==> src/rtl/load_aligner.sv <==
// Sequential load path: fetches one or two aligned memory words, splices a
// boundary-straddling access, then shifts and sign/zero-extends to 32 bits.
package load_aligner_pkg;
   typedef enum logic [2:0] {
      BYTE   = 3'b000,
      HALF   = 3'b001,
      WORD   = 3'b010,
      U_BYTE = 3'b100,
      U_HALF = 3'b101
   } load3_t;
endpackage

module load_aligner
   import load_aligner_pkg::*;
#(
   parameter int DATA_WIDTH = 32,
   parameter int ADDR_WIDTH = 32
) (
   input  logic                  clk,
   input  logic                  rst,
   input  logic                  req_valid_i,
   output logic                  req_ready_o,
   input  logic [ADDR_WIDTH-1:0] req_addr_i,
   input  load3_t                load3_i,
   output logic                  mem_req_o,
   output logic [ADDR_WIDTH-1:0] mem_addr_o,
   input  logic                  mem_rvalid_i,
   input  logic [DATA_WIDTH-1:0] mem_rdata_i,
   output logic                  valid_o,
   output logic [31:0]           data_o,
   output logic                  misaligned_o,
   output logic                  err_o
);
   localparam int BYTES = DATA_WIDTH / 8;
   localparam int OFF_W = $clog2(BYTES);

   typedef enum logic [1:0] {IDLE, BEAT0, BEAT1, RESP} state_t;

   state_t                      r_state, w_state_nxt;
   logic   [ADDR_WIDTH-1:0]     r_addr;
   load3_t                      r_type;
   logic                        r_split;
   logic   [DATA_WIDTH-1:0]     r_lo;
   logic   [31:0]               r_data;
   logic                        r_mis, r_err;

   logic                        w_ld_lo, w_ld_res, w_ld_err;
   logic   [4:0]                w_req_end;
   logic   [OFF_W-1:0]          w_off;
   logic   [ADDR_WIDTH-1:0]     w_aligned, w_hi_addr;
   logic   [2*DATA_WIDTH-1:0]   w_pair;
   logic   [31:0]               w_raw, w_result;

   function automatic logic [2:0] size_of(input load3_t t);
      case (t)
         BYTE, U_BYTE: size_of = 3'd1;
         HALF, U_HALF: size_of = 3'd2;
         WORD:         size_of = 3'd4;
         default:      size_of = 3'd0;
      endcase
   endfunction

   function automatic logic [31:0] extend(input logic [31:0] raw, input load3_t t);
      case (t)
         BYTE:    extend = {{24{raw[7]}}, raw[7:0]};
         HALF:    extend = {{16{raw[15]}}, raw[15:0]};
         U_BYTE:  extend = {24'd0, raw[7:0]};
         U_HALF:  extend = {16'd0, raw[15:0]};
         default: extend = raw;
      endcase
   endfunction

   assign w_req_end = 5'(req_addr_i[OFF_W-1:0]) + 5'(size_of(load3_i));
   assign w_off     = r_addr[OFF_W-1:0];
   assign w_aligned = r_addr & ~ADDR_WIDTH'(BYTES - 1);
   assign w_hi_addr = w_aligned + ADDR_WIDTH'(BYTES);

   // Upper word is zero unless this is the second beat of a split access
   assign w_pair   = (r_state == BEAT1) ? {mem_rdata_i, r_lo}
                                        : {{DATA_WIDTH{1'b0}}, mem_rdata_i};
   assign w_raw    = 32'(w_pair >> {w_off, 3'b000});
   assign w_result = extend(w_raw, r_type);

   always_comb begin
      w_state_nxt = r_state;
      req_ready_o = 1'b0;
      mem_req_o   = 1'b0;
      mem_addr_o  = '0;
      valid_o     = 1'b0;
      w_ld_lo     = 1'b0;
      w_ld_res    = 1'b0;
      w_ld_err    = 1'b0;
      case (r_state)
         IDLE: begin
            req_ready_o = 1'b1;
            if (req_valid_i) begin
               if (size_of(load3_i) != 3'd0) begin
                  w_state_nxt = BEAT0;
               end else begin
                  w_state_nxt = RESP;
                  w_ld_err    = 1'b1;
               end
            end
         end
         BEAT0: begin
            mem_req_o  = 1'b1;
            mem_addr_o = w_aligned;
            if (mem_rvalid_i) begin
               if (r_split) begin
                  w_state_nxt = BEAT1;
                  w_ld_lo     = 1'b1;
               end else begin
                  w_state_nxt = RESP;
                  w_ld_res    = 1'b1;
               end
            end
         end
         BEAT1: begin
            mem_req_o  = 1'b1;
            mem_addr_o = w_hi_addr;
            if (mem_rvalid_i) begin
               w_state_nxt = RESP;
               w_ld_res    = 1'b1;
            end
         end
         RESP: begin
            valid_o     = 1'b1;
            w_state_nxt = IDLE;
         end
         default: w_state_nxt = IDLE;
      endcase
   end

   always_ff @(posedge clk or posedge rst) begin
      if (rst) begin
         r_state <= IDLE;
         r_split <= 1'b0;
         r_data  <= '0;
         r_mis   <= 1'b0;
         r_err   <= 1'b0;
      end else begin
         r_state <= w_state_nxt;
         if (r_state == IDLE && req_valid_i) begin
            r_split <= (w_req_end > 5'(BYTES));
         end
         if (w_ld_res) begin
            r_data <= w_result;
            r_mis  <= r_split;
            r_err  <= 1'b0;
         end else if (w_ld_err) begin
            r_data <= '0;
            r_mis  <= 1'b0;
            r_err  <= 1'b1;
         end
      end
   end

   // Datapath holding registers; only meaningful once the FSM has loaded them
   always_ff @(posedge clk) begin
      if (r_state == IDLE && req_valid_i) begin
         r_addr <= req_addr_i;
         r_type <= load3_i;
      end
      if (w_ld_lo) begin
         r_lo <= mem_rdata_i;
      end
   end

   assign data_o       = r_data;
   assign misaligned_o = r_mis;
   assign err_o        = r_err;

endmodule

==> config.mk <==
export PLATFORM = sky130hd
export DESIGN_NAME = load_aligner
export DESIGN_NICKNAME = d
export VERILOG_FILES = /design/src/rtl/load_aligner.sv
export SDC_FILE = /design/constraint.sdc
export NUM_CORES = 1
export LEC_CHECK = 0
export CORE_MARGIN = 3
export CORE_UTILIZATION = 45
export CTS_BUF_LIST = sky130_fd_sc_hd__clkbuf_8
export DETAILED_ROUTE_END_ITERATION = 8
export GPL_ROUTABILITY_DRIVEN = 0
export PLACE_DENSITY = 0.73
export SETUP_SLACK_MARGIN = 0.05
export SYNTH_ARGS = -nofsm -noshare
export SYNTH_HDL_FRONTEND = slang
export SYNTH_SLANG_ARGS = --single-unit
==> constraint.sdc <==
create_clock -name clk -period 4 [get_ports clk]
set_input_delay 0.6 -clock clk [delete_from_list [all_inputs] [get_ports clk]]
set_output_delay 0.6 -clock clk [all_outputs]
set_load 0.02 [all_outputs]
==> flow_metrics.py, run 1 <==
metrics = {
    "status": {
        "status": "complete, no violations",
    },
    "global_routing": {
        "grt_pass1_vias": 5153,
        "grt_usage_pct": 23.24,
        "grt_max_degree": 41,
        "antenna_found_initial": 0,
        "grt_remaining_overflow": 0,
        "grt_pass1_wl_mm": 26.74,
    },
    "run": {
        "cap_violations": 0,
    },
    "worst_setup_path": {
        "crit_path_frequent_cell": "inv_1",
        "path_max_fanout": 17,
        "setup.worst_path.start_class": "flip-flop",
        "critical_path_class": "reg2out",
        "cpPeakStageDelay_ns": 0.65,
        "required_ns": 3.40,
        "cp-end-kind": "output port",
        "cp_data_arrival_time_ns": 3.06,
        "crit_path_cell_trace": "inv_1, ha_1, inv_1, nor2_1, buf_4, a41oi_1, a31oi_1, clkdlybuf4s50_1",
        "critical_path.slowest_cell": "clkdlybuf4s50_1",
    },
    "yosys": {
        "netlist.area_leader.share_pct": 34.00,
        "synthFlopType": "edfxtp_1",
        "synth-seq-area-share_pct": 49.64,
        "yosysWarnings": 0,
        "ys_top_cells_by_area": "edfxtp_1 34%, dfrtp_1 16%, mux2i_1 6.9%",
        "netlist_area_um2": 5918,
        "syn_inst": 538,
        "synth_area_leader_cell": "edfxtp_1",
        "yosysUniqueCellTypes": 62,
        "syn_avg_cell_area_um2": 11.00,
        "synth_edf_count": 67,
        "async_reset_ff_share_pct": 35.58,
        "synth_seq_cells": 104,
    },
    "power_and_ir_drop": {
        "finalPower_mw": 5.055,
        "p_leak_nw": 2.873,
        "ir_worst_vdd_uv": 355.6,
        "power_density_nw_per_um2": 661.7,
    },
    "die": {
        "die_w_um": 120.7,
        "core_um2": 12720,
        "die_h_um": 120.7,
        "start_util_pct": 46.52,
        "num_rows": 41,
        "die_area_um2": 14560,
        "io-pin-count": 140,
    },
    "clock_network": {
        "htree_levels": 3,
        "cts_setup_buffers": 0,
        "clockBufferDepth": 2,
        "cts_root_buf": "clkbuf_8",
        "cts_sinks": 104,
        "numCtsBuffers": 9,
        "clk_latency_ns": 0.39,
        "clkTransAtPathRegs_ns": 0.09,
        "cts_tree": "yes",
    },
    "routing": {
        "vias": 5073,
        "routed_via_density": 6.025,
        "drt_iter0_markers": 464,
        "firstDrtPassIters": 5,
        "drc": 0,
        "post_drt_wl_per_cell_um": 19.60,
        "wirelength_mm": 16.50,
        "ant_nets": 0,
    },
    "timing": {
        "rsz0062_at_grt": "false",
        "fin_crit_ns": 3.662,
        "setup_ws_ns": 0.3378,
        "fin_worst_skew_ns": 0.01040,
        "tns_ns": 0,
        "timing.slew.headroom_pct": 41.13,
        "tightest_slew_ns": 0.8830,
        "max_freq_ghz": 0.2731,
        "hold_viol_final": 0,
        "drv_slew": 0,
        "min_period_over_period_pct": 91.56,
        "finalSetupViolations": 0,
    },
    "finish": {
        "num_antenna_cells": 0,
        "multi_input_area_um2": 2749,
        "area_growth_pct": 29.07,
        "final_nets": 744,
        "layout.area.seq_um2": 2938,
        "fillerInstances": 1082,
        "drive_above_1_share_pct": 8.955,
    },
    "worst_hold_path": {
        "hold_class": "reg2reg",
    },
    "placed_design": {
        "io_buffers": 137,
        "hpwl_mm": 12.14,
        "pre_cts_ws_ns": 0.6335,
    },
}
[cell families (layout without fill, tap and decap cells)]
group / Yosys count / count (layout) / synth area share (%)
compound gates: 173 / 173 / 19.89
simple gates: 135 / 135 / 11.33
flops: 104 / 104 / 49.64
mux: 64 / 64 / 12.90
buf+inv: 51 / 182 / 4.059
fa+ha+maj: 8 / 8 / 1.818
xor+xnor: 2 / 2 / 0.2960
other cells: 1 / 2 / 0.06336
[area by class of cell]
class / count / area share [%]
multi-input cells: 384 / 35.99
flip-flops and latches: 104 / 38.46
well taps: 172 / 2.817
inverters: 15 / 0.7371
clock buffers: 10 / 1.802
clock inverters: 6 / 0.8681
repair buffers: 151 / 19.33
[routing by layer]
metal | share of wire [%] | GRT usage [%] | vias to the layer above
met5 | 0 | 0 | -
met3 | 9.0 | 7.764 | 28
li1 | - | - | 2346
met4 | 2.3 | 7.082 | 0
met1 | 39 | 28.53 | 2465
met2 | 50 | 38.95 | 234
[cells in the mapped netlist, types with 3 or more instances]
| cell type | number |
|---|---|
| and3_1 | 10 |
| mux2i_1 | 41 |
| a21o_1 | 4 |
| nor2_1 | 35 |
| and2_1 | 7 |
| a21oi_1 | 48 |
| nor3_1 | 6 |
| buf_6 | 3 |
| nand2_1 | 36 |
| o31ai_1 | 5 |
| o21ai_0 | 35 |
| a211oi_1 | 7 |
| ha_1 | 7 |
| and4_1 | 5 |
| mux4_2 | 8 |
| buf_4 | 3 |
| a32o_1 | 9 |
| inv_1 | 14 |
| a221o_1 | 8 |
| edfxtp_1 | 67 |
| a41oi_1 | 7 |
| nand3b_1 | 4 |
| nor2b_1 | 4 |
| clkbuf_1 | 16 |
| o2bb2ai_1 | 6 |
| a31oi_1 | 14 |
| a22o_1 | 7 |
| nand3_1 | 14 |
| dfrtp_1 | 37 |
| mux2_2 | 14 |
| buf_2 | 11 |
| nand4_1 | 5 |
| a311oi_1 | 3 |
[flip-flops by register name, summed over array words and instances, names as in the netlist]
| signal | count |
|---|---|
| data_o | 32 |
| r_state | 2 |
| err_o | 1 |
| r_lo | 32 |
| misaligned_o | 1 |
| r_split | 1 |
| r_addr | 32 |
| r_type | 3 |
[where the power goes]
| group | internal [mW] | switching [mW] | total, mW |
|---|---|---|---|
| Sequential | 1.43 | 0.192 | 1.62 |
| Clock | 0.309 | 0.369 | 0.678 |
| Combinational | 1.19 | 1.57 | 2.75 |
| Total | 2.93 | 2.13 | 5.05 |
[worst paths after layout]
check / startpoint / to / slack (ns) / cells past startpoint
min in group asynchronous: rst / err_o / 0.62 / 3
max in group asynchronous: rst / misaligned_o / 3.04 / 3
max: r_state[0] / mem_addr_o[26] / 0.34 / 8
min reg2reg: data_o[4] / data_o[4] / 0.50 / 2
max reg2reg: r_state[0] / data_o[17] / 0.84 / 8
min: data_o[4] / data_o[4] / 0.50 / 2
[stage by stage]
stage / hold WS (ns) / instances / utilization [%] / cell area [um^2]
2_1_floorplan: 0.5055 / 539 / - / 5922
3_3_place_gp: 0.4698 / 826 / 58.42 / 7432
3_5_place_dp: 0.4789 / 826 / 58.42 / 7432
4_1_cts: 0.4996 / 842 / 60.02 / 7636
5_1_grt: 0.5262 / 842 / 60.04 / 7639
6_report: 0.4958 / 842 / 60.04 / 7639
[cell usage in the layout, fill, tap and decap left out, types with 3 or more instances in the layout]
master           instances
nor2b_1                  4
buf_4                   14
a41oi_1                  7
inv_1                   15
and4_1                   5
dfrtp_1                 37
mux2i_1                 41
ha_1                     6
a21o_1                   4
nand3_1                 14
a31oi_1                 14
a22o_1                   7
a211oi_1                 7
edfxtp_1                67
clkbuf_8                10
a311oi_1                 3
nand3b_1                 4
nand2_1                 36
a21oi_1                 48
o21ai_0                 35
mux2_2                  14
clkdlybuf4s50_1        137
and3_1                  10
nor2_1                  34
mux4_2                   8
nand4_1                  5
a32o_1                   9
nor3_1                   6
o31ai_1                  5
and2_1                   7
a221o_1                  8
o2bb2ai_1                6
[timing repair]
item,4_1_cts,5_1_grt
hold buffers,0,0
endpoints found under the setup margin,0,7
resized for setup,0,1
[critical path, delay by kind of cell (launching register included)]
family / cells / cell delay [ns]
buffers and inverters: 4 / 1.25
and+or+nand+nor: 1 / 0.16
DFF: 1 / 0.44
adders and majority gates: 1 / 0.47
AOI/OAI and AO/OA: 2 / 0.35
Power figures use the tool's default switching activity.
==> run 2: changes to the inputs <==
--- a/config.mk
+++ b/config.mk
@@ -9,8 +9,8 @@
 export CORE_UTILIZATION = 45
 export CTS_BUF_LIST = sky130_fd_sc_hd__clkbuf_8
 export DETAILED_ROUTE_END_ITERATION = 8
+export DONT_BUFFER_PORTS = 1
 export GPL_ROUTABILITY_DRIVEN = 0
-export PLACE_DENSITY = 0.73
 export SETUP_SLACK_MARGIN = 0.05
 export SYNTH_ARGS = -nofsm -noshare
 export SYNTH_HDL_FRONTEND = slang
==> flow_metrics.py, run 2 (synthesis results as in run 1) <==
metrics = {
    "routing": {
        "ant_nets": 0,
        "firstDrtPassIters": 5,
        "vias": 4479,
        "routed_via_density": 6.291,
        "drc": 0,
        "drt_iter0_markers": 362,
        "wirelength_mm": 15.37,
        "post_drt_wl_per_cell_um": 21.59,
    },
    "die": {
        "io-pin-count": 140,
        "die_h_um": 120.7,
        "core_um2": 12720,
        "num_rows": 41,
        "die_area_um2": 14560,
        "die_w_um": 120.7,
        "start_util_pct": 46.52,
    },
    "worst_setup_path": {
        "cp_top_family": "simple AND/OR/NAND/NOR gates",
        "cp-end-kind": "output port",
        "endpoint": "mem_addr_o[23]",
        "setup.worst_path.start_class": "flip-flop",
        "crit_start": "r_state[0]",
        "cpPeakStageDelay_ns": 0.61,
        "crit_cells": 6,
        "critical_path_class": "reg2out",
        "cp_data_arrival_time_ns": 2.93,
        "critical_path.slowest_cell": "nor2_1",
        "crit_buf_inv": 2,
        "r2r_cells": 6,
        "r2r-start": "r_state[0]",
        "path_max_fanout": 12,
        "required_ns": 3.40,
        "regToRegSetupSlack_ns": 1.19,
        "crit_path_cell_trace": "inv_1, ha_1, inv_1, nor2_1, a21oi_1, a21oi_1",
        "timing.rr.end": "data_o[19]",
    },
    "timing": {
        "max_freq_ghz": 0.2830,
        "finalSetupViolations": 0,
        "tightest_slew_ns": 0.9469,
        "timing.slew.headroom_pct": 36.87,
        "min_period_over_period_pct": 88.33,
        "setup_ws_ns": 0.4666,
        "tns_ns": 0,
        "drv_slew": 0,
        "fin_crit_ns": 3.533,
        "rsz0062_at_grt": "false",
        "fin_worst_skew_ns": 0.01314,
        "hold_viol_final": 0,
    },
    "finish": {
        "layout_common_cells": "67 x edfxtp_1, 48 x a21oi_1, 41 x mux2i_1",
        "drive_above_1_share_pct": 11.48,
        "final_common_cell": "edfxtp_1",
        "utilization_pct": 49.52,
        "area_growth_pct": 6.448,
        "final_nets": 614,
        "num_antenna_cells": 0,
    },
    "clock_network": {
        "cts_hold_buffers": 0,
        "numCtsBuffers": 9,
        "cts_root_buf": "clkbuf_8",
        "cts_tree": "yes",
        "clk_latency_ns": 0.39,
        "clockBufferDepth": 2,
        "ctsResizeCount": 0,
        "cts_setup_buffers": 0,
        "cts_sinks": 104,
        "clkTransAtPathRegs_ns": 0.10,
        "htree_levels": 3,
    },
    "power_and_ir_drop": {
        "finalPower_mw": 4.420,
        "power_density_nw_per_um2": 701.5,
        "p_leak_nw": 2.396,
        "ir_worst_vdd_uv": 271.3,
    },
    "worst_hold_path": {
        "hold_class": "in2async",
    },
    "global_routing": {
        "grt_pass1_wl_mm": 23.66,
        "grt_remaining_overflow": 0,
        "grt_usage_pct": 21.19,
        "grt_max_degree": 38,
        "grt_pass1_vias": 4328,
        "antenna_found_initial": 0,
    },
    "placed_design": {
        "pre_cts_ws_ns": 0.8786,
        "io_buffers": 0,
        "hpwl_mm": 11.30,
    },
    "status": {
        "status": "complete, no violations",
    },
    "run": {
        "cap_violations": 0,
    },
}
==> run 2: cell types whose count changed in the layout (fill, tap and decap cells not counted), sizes merged <==
cell / change
buf: +7
clkdlybuf4s50: -137
clkinv: -2
inv: +2
==> run 2: final cells by class <==
class	instances	area, um^2
Fill cell	1209	6422
Clock inverter	6	48.80
Tap cell	172	215.2
Sequential cell	104	2938
Timing Repair Buffer	21	157.7
Multi-Input combinational cell	384	2746
Clock buffer	10	137.6
Inverter	15	56.30
==> run 2: where the power goes <==
part	total [mW]	internal (mW)	switching, mW
clock network	0.637	0.296	0.341
logic	1.97	0.703	1.27
registers	1.81	1.43	0.381
==> run 2: routing by layer <==
layer	vias to the layer above	GRT usage, %	wire length (um)
met5	-	0	0
met4	0	7.861	399
met3	32	8.185	1369
met2	197	35.80	7631
met1	2165	24.42	5971
li1	2085	-	-
==> run 2: how the worst min path moves through the flow <==
stage          startpoint    endpoint  slack [ns]  cells past startpoint
4_1_cts               rst     r_split        0.21                      2
6_report              rst     r_split        0.21                      2
5_1_grt               rst       err_o        0.24                      2
3_3_place_gp   r_state[0]  r_state[0]        0.52                      1
2_1_floorplan  r_state[0]  r_state[0]        0.51                      1
3_5_place_dp   r_state[0]  r_state[0]        0.57                      1
==> run 2: stage by stage <==
step	hold WS, ns	area (um^2)	std cells
after CTS	0.2108	6300	712
after floorplan	0.5055	5922	539
after global routing	0.2437	6300	712
after detailed placement	0.5685	6113	696
after global placement	0.5233	6113	696
final	0.2128	6300	712
==> run 2: worst register-to-register path, stage by stage, from the launching register on <==
cell     delay (ns)
dfrtp_1        0.44
inv_1          0.12
ha_2           0.42
buf_4          0.44
mux4_2         0.60
a221o_1        0.40
a32o_1         0.27
==> run 3: changes to the inputs <==
--- a/config.mk
+++ b/config.mk
@@ -5,6 +5,7 @@
 export SDC_FILE = /design/constraint.sdc
 export NUM_CORES = 1
 export LEC_CHECK = 0
+export ABC_CLOCK_PERIOD_IN_PS = 4000
 export CORE_MARGIN = 3
 export CORE_UTILIZATION = 45
 export CTS_BUF_LIST = sky130_fd_sc_hd__clkbuf_8
==> results of run 3 <==
Final layout, timing and power as in run 2 (identical DEF).
